==> config.mk <==
export PLATFORM = sky130hd
export DESIGN_NAME = mips_board_io
export DESIGN_NICKNAME = d
export VERILOG_FILES = /design/src/rtl/mips_board_io.sv
export SDC_FILE = /design/constraint.sdc
export NUM_CORES = 1
export LEC_CHECK = 0
export ABC_AREA = 1
export CORE_MARGIN = 3
export CORE_UTILIZATION = 38
export CTS_CLUSTER_SIZE = 40
export DETAILED_ROUTE_END_ITERATION = 10
export HOLD_SLACK_MARGIN = 0.03
export MAX_ROUTING_LAYER = met4
export PLACE_DENSITY = 0.69
export SLEW_MARGIN = 20
export SYNTH_ARGS = -nofsm -noshare
export SYNTH_HDL_FRONTEND = slang
export SYNTH_SLANG_ARGS = --single-unit
==> constraint.sdc <==
create_clock -name clk -period 1.6 [get_ports clk]
set_clock_uncertainty 0.2 [all_clocks]
set_input_delay 0.32 -clock clk [delete_from_list [all_inputs] [get_ports clk]]
set_output_delay 0.32 -clock clk [all_outputs]
set_load 0.05 [all_outputs]
==> src/rtl/mips_board_io.sv <==
// Board I/O front end for the mips core: debounced switches, run/single-step
// control of the core enable, and a byte-lane LED view of the latched result.
module mips_board_io #(
  parameter int NUM_SW       = 4,
  parameter int DEBOUNCE_CYC = 4,
  parameter int DATA_W       = 32,
  parameter int LED_W        = 8,
  parameter int CNT_W        = 16
) (
  input  logic              clk,
  input  logic              reset,
  input  logic [NUM_SW-1:0] sw_raw,
  input  logic [DATA_W-1:0] cpu_data,
  input  logic              cpu_data_valid,
  output logic [NUM_SW-1:0] sw_db,
  output logic              run_en,
  output logic [LED_W-1:0]  led,
  output logic [CNT_W-1:0]  run_cnt
);

  localparam int DB_W      = (DEBOUNCE_CYC > 1) ? $clog2(DEBOUNCE_CYC) : 1;
  localparam int NUM_LANES = DATA_W / LED_W;
  localparam logic [DB_W-1:0] DB_LAST = DB_W'(DEBOUNCE_CYC - 1);

  typedef enum logic [1:0] {
    IDLE       = 2'd0,
    RUN        = 2'd1,
    STEP_PULSE = 2'd2,
    STEP_WAIT  = 2'd3
  } state_e;

  logic [NUM_SW-1:0] sync1_q, sync2_q;
  logic [NUM_SW-1:0] sw_db_q, sw_db_d;
  logic [DB_W-1:0]   db_cnt_q [NUM_SW];
  logic [DB_W-1:0]   db_cnt_d [NUM_SW];
  logic              step_dly_q;
  logic              step_rise_s;
  state_e            state_q, state_d;
  logic              run_en_q;
  logic [DATA_W-1:0] data_q, data_d;
  logic [LED_W-1:0]  led_q, led_d;
  logic [CNT_W-1:0]  run_cnt_q, run_cnt_d;
  logic [31:0]       lane_s;
  logic [DATA_W-1:0] lane_shift_s;

  generate
    if (NUM_SW > 2) begin : g_lane
      assign lane_s = 32'(sw_db_q[NUM_SW-1:2]);
    end else begin : g_no_lane
      assign lane_s = 32'd0;
    end
  endgenerate

  assign step_rise_s  = sw_db_q[1] & ~step_dly_q;
  assign lane_shift_s = data_q >> (lane_s * 32'(LED_W));

  // Per-channel debounce: a differing level must persist DEBOUNCE_CYC cycles.
  always_comb begin
    for (int i = 0; i < NUM_SW; i++) begin
      if (sync2_q[i] == sw_db_q[i]) begin
        db_cnt_d[i] = '0;
        sw_db_d[i]  = sw_db_q[i];
      end else if (db_cnt_q[i] == DB_LAST) begin
        db_cnt_d[i] = '0;
        sw_db_d[i]  = ~sw_db_q[i];
      end else begin
        db_cnt_d[i] = db_cnt_q[i] + DB_W'(1);
        sw_db_d[i]  = sw_db_q[i];
      end
    end
  end

  // Run/step control; run wins over a simultaneous step edge.
  always_comb begin
    state_d = state_q;
    case (state_q)
      IDLE: begin
        if (sw_db_q[0]) begin
          state_d = RUN;
        end else if (step_rise_s) begin
          state_d = STEP_PULSE;
        end else begin
          state_d = IDLE;
        end
      end
      RUN: begin
        if (!sw_db_q[0]) begin
          state_d = IDLE;
        end else begin
          state_d = RUN;
        end
      end
      STEP_PULSE: state_d = STEP_WAIT;
      STEP_WAIT: begin
        if (sw_db_q[0]) begin
          state_d = RUN;
        end else if (!sw_db_q[1]) begin
          state_d = IDLE;
        end else begin
          state_d = STEP_WAIT;
        end
      end
      default: state_d = IDLE;
    endcase
  end

  // Result latch, LED lane select and saturating run-cycle counter.
  always_comb begin
    if (cpu_data_valid) begin
      data_d = cpu_data;
    end else begin
      data_d = data_q;
    end
    if (lane_s < 32'(NUM_LANES)) begin
      led_d = lane_shift_s[LED_W-1:0];
    end else begin
      led_d = '0;
    end
    if (run_en_q && (run_cnt_q != {CNT_W{1'b1}})) begin
      run_cnt_d = run_cnt_q + CNT_W'(1);
    end else begin
      run_cnt_d = run_cnt_q;
    end
  end

  // All state registers; reset has priority over every update.
  always_ff @(posedge clk) begin
    if (reset) begin
      sync1_q    <= '0;
      sync2_q    <= '0;
      sw_db_q    <= '0;
      for (int i = 0; i < NUM_SW; i++) db_cnt_q[i] <= '0;
      step_dly_q <= 1'b0;
      state_q    <= IDLE;
      run_en_q   <= 1'b0;
      data_q     <= '0;
      led_q      <= '0;
      run_cnt_q  <= '0;
    end else begin
      sync1_q    <= sw_raw;
      sync2_q    <= sync1_q;
      sw_db_q    <= sw_db_d;
      for (int i = 0; i < NUM_SW; i++) db_cnt_q[i] <= db_cnt_d[i];
      step_dly_q <= sw_db_q[1];
      state_q    <= state_d;
      run_en_q   <= (state_d == RUN) || (state_d == STEP_PULSE);
      data_q     <= data_d;
      led_q      <= led_d;
      run_cnt_q  <= run_cnt_d;
    end
  end

  assign sw_db   = sw_db_q;
  assign run_en  = run_en_q;
  assign led     = led_q;
  assign run_cnt = run_cnt_q;

endmodule
* Word level (Yosys, flattened, before mapping)
Memories as Yosys holds them, arrays and structs flattened.
Index checks and enable logic that the tools add are counted.
** Operators by class
- Add/subtract/negate cells :: 5
- Order comparisons :: 1
- Eq/ne operators :: 14
- Shift-type cells :: 1
- Multiplexer cells :: 21
- Bitwise logic cells :: 15
- Reduce and logical (&&, ||, !) cells :: 8
** Operators with widths (count)
- $mux W2 :: 16
- $shr A32 B5 Y8 :: 1
- $add A16 B1 Y16 const B :: 1
- $ne A16 B16 Y1 const B :: 1
- $eq A2 B2 Y1 const B :: 7
- $not A1 Y1 :: 10
- $add A2 B1 Y2 const B :: 4
- $pmux W2 S4 :: 1
- $reduce_and A2 Y1 :: 4
- $eq A1 B1 Y1 :: 4
- $eq A2 B1 Y1 const B :: 2
- $mux W1 :: 4
- $or A1 B1 Y1 :: 4
- $lt A2 B3 Y1 const B :: 1
- $logic_not A2 Y1 :: 1
- $reduce_or A2 Y1 :: 1
- $and A1 B1 Y1 :: 1
- $logic_and A1 B1 Y1 :: 1
- $logic_or A1 B1 Y1 :: 1
** Storage, ports and cells
- Register bits after elaboration :: 72
- RAM bits :: 8
- Bits of input ports :: 39
- Output and inout port bits :: 29
- Word-level logic and storage cells :: 78
- Memories :: 1
** Memory list
- db_cnt_q :: depth 4, width 2, read ports 4, clocked after memory_dff 0, wr ports 4, line 34 : logic [DB_W-1:0] db_cnt_q [NUM_SW];

* Longest topological paths before layout
Gate-level depths: netlist (run 1).
- Depth after elaboration :: 7
- Mapped depth :: 9
- Mapped depth without buffers :: 9

* Worst setup path after synthesis (run 1)
No wires, ideal clock.
- Path kind :: reg-to-reg
- Start point :: register run_cnt_q[0] (netlist: run_cnt[0])
- End point :: register run_cnt_q[13] (netlist: run_cnt[13])
- Setup time :: 0.117 ns
- Arrival :: 1.681 ns
- Required time :: 1.283 ns
- Path slack :: -0.398 ns
- Cell stages (with the launch flop) :: 8
- Buffers on the path :: 1
- Clock period less this slack :: 1.998 ns
- Path through :: dfxtp_1 -> ha_1 -> nand2_1 -> nor2_4 -> nand4_4 -> buf_6 -> a21oi_1 -> nor2_1
** On the way
- Longest elaborated chain between the ends :: 2
- Elaborated cells on any way between the ends :: 3
- Classes of those cells :: add/sub (1); eq/ne (1); reduce/logical (1)
** RTL lines
- start, declared :: line 42 : logic [CNT_W-1:0] run_cnt_q, run_cnt_d;
- start signal, assigned :: line 149 : run_cnt_q <= run_cnt_d;
- branches (longest 2 deep; another with $add A16 B1 Y16)
Several ways; the timed one is not identified.
A chain may end at the register's enable or synchronous reset.

* Worst setup path in the final report (run 1)
- Start point :: register sw_db_q[3] (netlist: sw_db[3])
- End point :: output port sw_db[3]
** RTL lines
- start, declared :: line 33 : logic [NUM_SW-1:0] sw_db_q, sw_db_d;
- start signal, assigned :: line 142 : sw_db_q <= sw_db_d;
- end, declared :: line 15 : output logic [NUM_SW-1:0] sw_db,
No word-level cell between the ends.

==> results of run 1 <==
[worst paths after layout]
| kind | cells after the start | to | slack, ns | from |
|---|---|---|---|---|
| worst min register to register | 2 | sync2_q[2]$_SDFF_PP0_ | 0.20 | sync1_q[2]$_SDFF_PP0_ |
| worst max-delay path | 2 | sw_db[3] | 0.04 | sw_db[3]$_SDFFE_PP0P_ |
| worst min-delay path | 2 | sync2_q[2]$_SDFF_PP0_ | 0.20 | sync1_q[2]$_SDFF_PP0_ |
| worst max register to register | 7 | run_cnt[7]$_SDFFE_PP0P_ | 0.08 | run_cnt[1]$_SDFFE_PP0P_ |
[routing by layer]
metal	GRT usage [%]	up-vias	routed length (um)
met2	27.3	66	3740
met1	17.9	1398	3340
met5	-	-	0
met3	3.11	12	302
met4	7.35	0	121
li1	-	1586	-
[critical path: stages (launching register included)]
cell and delay (ns):
dfxtp_2 0.40, buf_6 0.16, buf_12 0.14
[per-stage QoR]
step | instances | power [mW]
2_1_floorplan | 441 | 2.30
3_3_place_gp | 621 | 2.49
3_5_place_dp | 621 | 2.50
4_1_cts | 637 | 4.13
5_1_grt | 639 | 4.23
6_report | 639 | 4.07
[registers in the layout, summed over array words and instances (netlist names)]
| register | cells |
|---|---|
| run_en | 1 |
| sync2_q | 4 |
| state_q | 2 |
| sync1_q | 4 |
| step_dly_q | 1 |
| led | 8 |
| run_cnt | 16 |
| data_q | 32 |
| sw_db | 4 |
| db_cnt_q | 8 |
[cell families after synthesis]
logic type	Yosys count	synth area share, %
and+or+nand+nor	191	25.6
AOI/OAI and AO/OA	100	15.4
DFF	80	48.7
buffers and inverters	63	7.80
adders and majority gates	5	1.90
xor gates and xnor gates	2	0.533
[area by class of cell]
| cell class | instances | area [um^2] |
|---|---|---|
| fillers | 725 | 3420 |
| flip-flops and latches | 80 | 1640 |
| multi-input cells | 298 | 1510 |
| repair buffers | 95 | 1210 |
| inverters | 45 | 169 |
| clock buffers | 11 | 141 |
| well taps | 105 | 131 |
| clock inverters | 5 | 78.8 |
[cell usage after synthesis (2+ instances only)]
| library cell | number |
|---|---|
| nor2_1 | 117 |
| dfxtp_1 | 80 |
| o21ai_0 | 53 |
| a21oi_1 | 44 |
| inv_1 | 44 |
| nand2_1 | 41 |
| clkbuf_1 | 14 |
| nand3_1 | 14 |
| nor2_4 | 6 |
| ha_1 | 5 |
| o211ai_1 | 3 |
| buf_2 | 2 |
| nand2_2 | 2 |
| nand2_4 | 2 |
| nand3_2 | 2 |
| nand4_1 | 2 |
| nor3_1 | 2 |
| xor2_1 | 2 |
[where the power goes]
part / switching, mW / total [mW] / internal, mW
Sequential: 0.0348 / 2.09 / 2.06
Clock: 0.704 / 1.63 / 0.922
Combinational: 0.170 / 0.356 / 0.186
[what timing repair did]
item | CTS | global route
pin swaps | 0 | 3
gates resized for setup | 4 | 11
endpoints found under the setup margin | 3 | 16
hold buffers | 0 | 0
setup buffers | 0 | 2
[placed cells by master (no fill, tap or decap), types with 3 or more instances in the layout]
cell,instances
nand2_4,3
inv_1,44
dfxtp_2,14
nor2_2,5
o211ai_1,3
dfxtp_1,60
nor2_1,113
buf_4,23
nor2_4,6
clkdlybuf4s50_1,38
buf_12,31
dfxtp_4,6
a21oi_2,8
buf_6,3
nand3_2,3
o21ai_0,53
clkbuf_8,10
a21oi_1,36
nand2_2,4
nand3_1,13
ha_1,4
nand2_1,38
==> flow_summary.toml, run 1 <==
[run_status]
status = "finished clean"

[logic_synthesis]
synthCells = 441
synth_area_mm2 = 0.00329
ys_seq_elements = 80
syn_area_per_cell_um2 = 7.46
yosys.area.top_type_share_pct = 48.7
synth_area_leader_cell = "dfxtp_1"
synth_area_leaders = "dfxtp_1 49%, nor2_1 13%, o21ai_0 8.1%"
syn_nets = 485
synth_edf_count = 0
yosysSeqAreaShare_pct = 48.7
synth_ff_type = "dfxtp_1"
async_flop_share_pct = 0
ys_warn_count = 0
yosysUniqueCellTypes = 24

[timing]
fmax_mhz = 641
rsz0062_at_grt = "true"
fin_hold_ws_ns = 0.204
layout_setup_ws_ns = 0.0390
fin_setup_tns_ns = 0
finalCritPeriodShare_pct = 97.6
finalSetupViolations = 0
tightest_slew_ns = 0.419
relSlewSlack_pct = 72.0
min_period_ns = 1.56
finalMaxSlewViolations = 0
hold_viol_final = 0

[grt]
first_global_vias = 2993
overflow = 0
antenna_found_initial = 0
grt_pass1_wl_mm = 12.5
grt_max_degree = 41
grt_usage_pct = 16.0

[hold_path]
hold_class = "flip-flop to flip-flop"

[critical_path]
cp_data_required_time_ns = 1.08
end_kind = "primary output"
arrival_ns = 1.04
cp_max_fo = 7
critPathKind = "flip-flop to primary output"
setup.worst_path.start_class = "flip-flop"

[final_layout]
layout.nets = 573
syn_to_final_growth_pct = 48.2
final_layout_size_suffix_gt1_share_pct = 23.2
diodes = 0
utilization_pct = 58.8
final_area_mm2 = 0.00488

[power_and_ir_drop]
power.density_mw_per_mm2 = 836
p_leak_nw = 1.99
ir_drop_v = 0.000469

[clock_network]
numCtsBuffers = 9
clk_pin_slew_ns = 0.08
tritoncts = "built"
clock-sinks = 80
insertion_delay_ns = 0.34
htreeDepth = 3
clock_path_buffers = 2
clockRootBuffer = "clkbuf_8"

[placed_design]
place_congestion = 0.819
port-buffer-count = 67
hpwlAfterDp_mm = 5.44
post_dp_cell_area_mm2 = 0.00460
place_ws_ns = -0.0252

[floorplanning]
dieArea_mm2 = 0.00981
core_region_area_mm2 = 0.00830
die_w_um = 99.0
initial_core_util_pct = 39.6
die_y_um = 99.0
ios = 68
rows = 33

[route]
wl_per_cell_um = 11.7
via_per_inst = 4.79
first_pass_iters = 4
remaining_drc_errors = 0
wirelength_mm = 7.50
drt_iter0_drc = 104
ant_nets = 0
vias = 3062

[run]
cap_violations = 0
(Power assumes the default switching activity.)
==> run 2, diff against run 1 <==
- ABC_CLOCK_PERIOD_IN_PS: default -> 1600
==> results of run 2 <==
The final DEF is identical to that of run 1; final timing and power are the same.
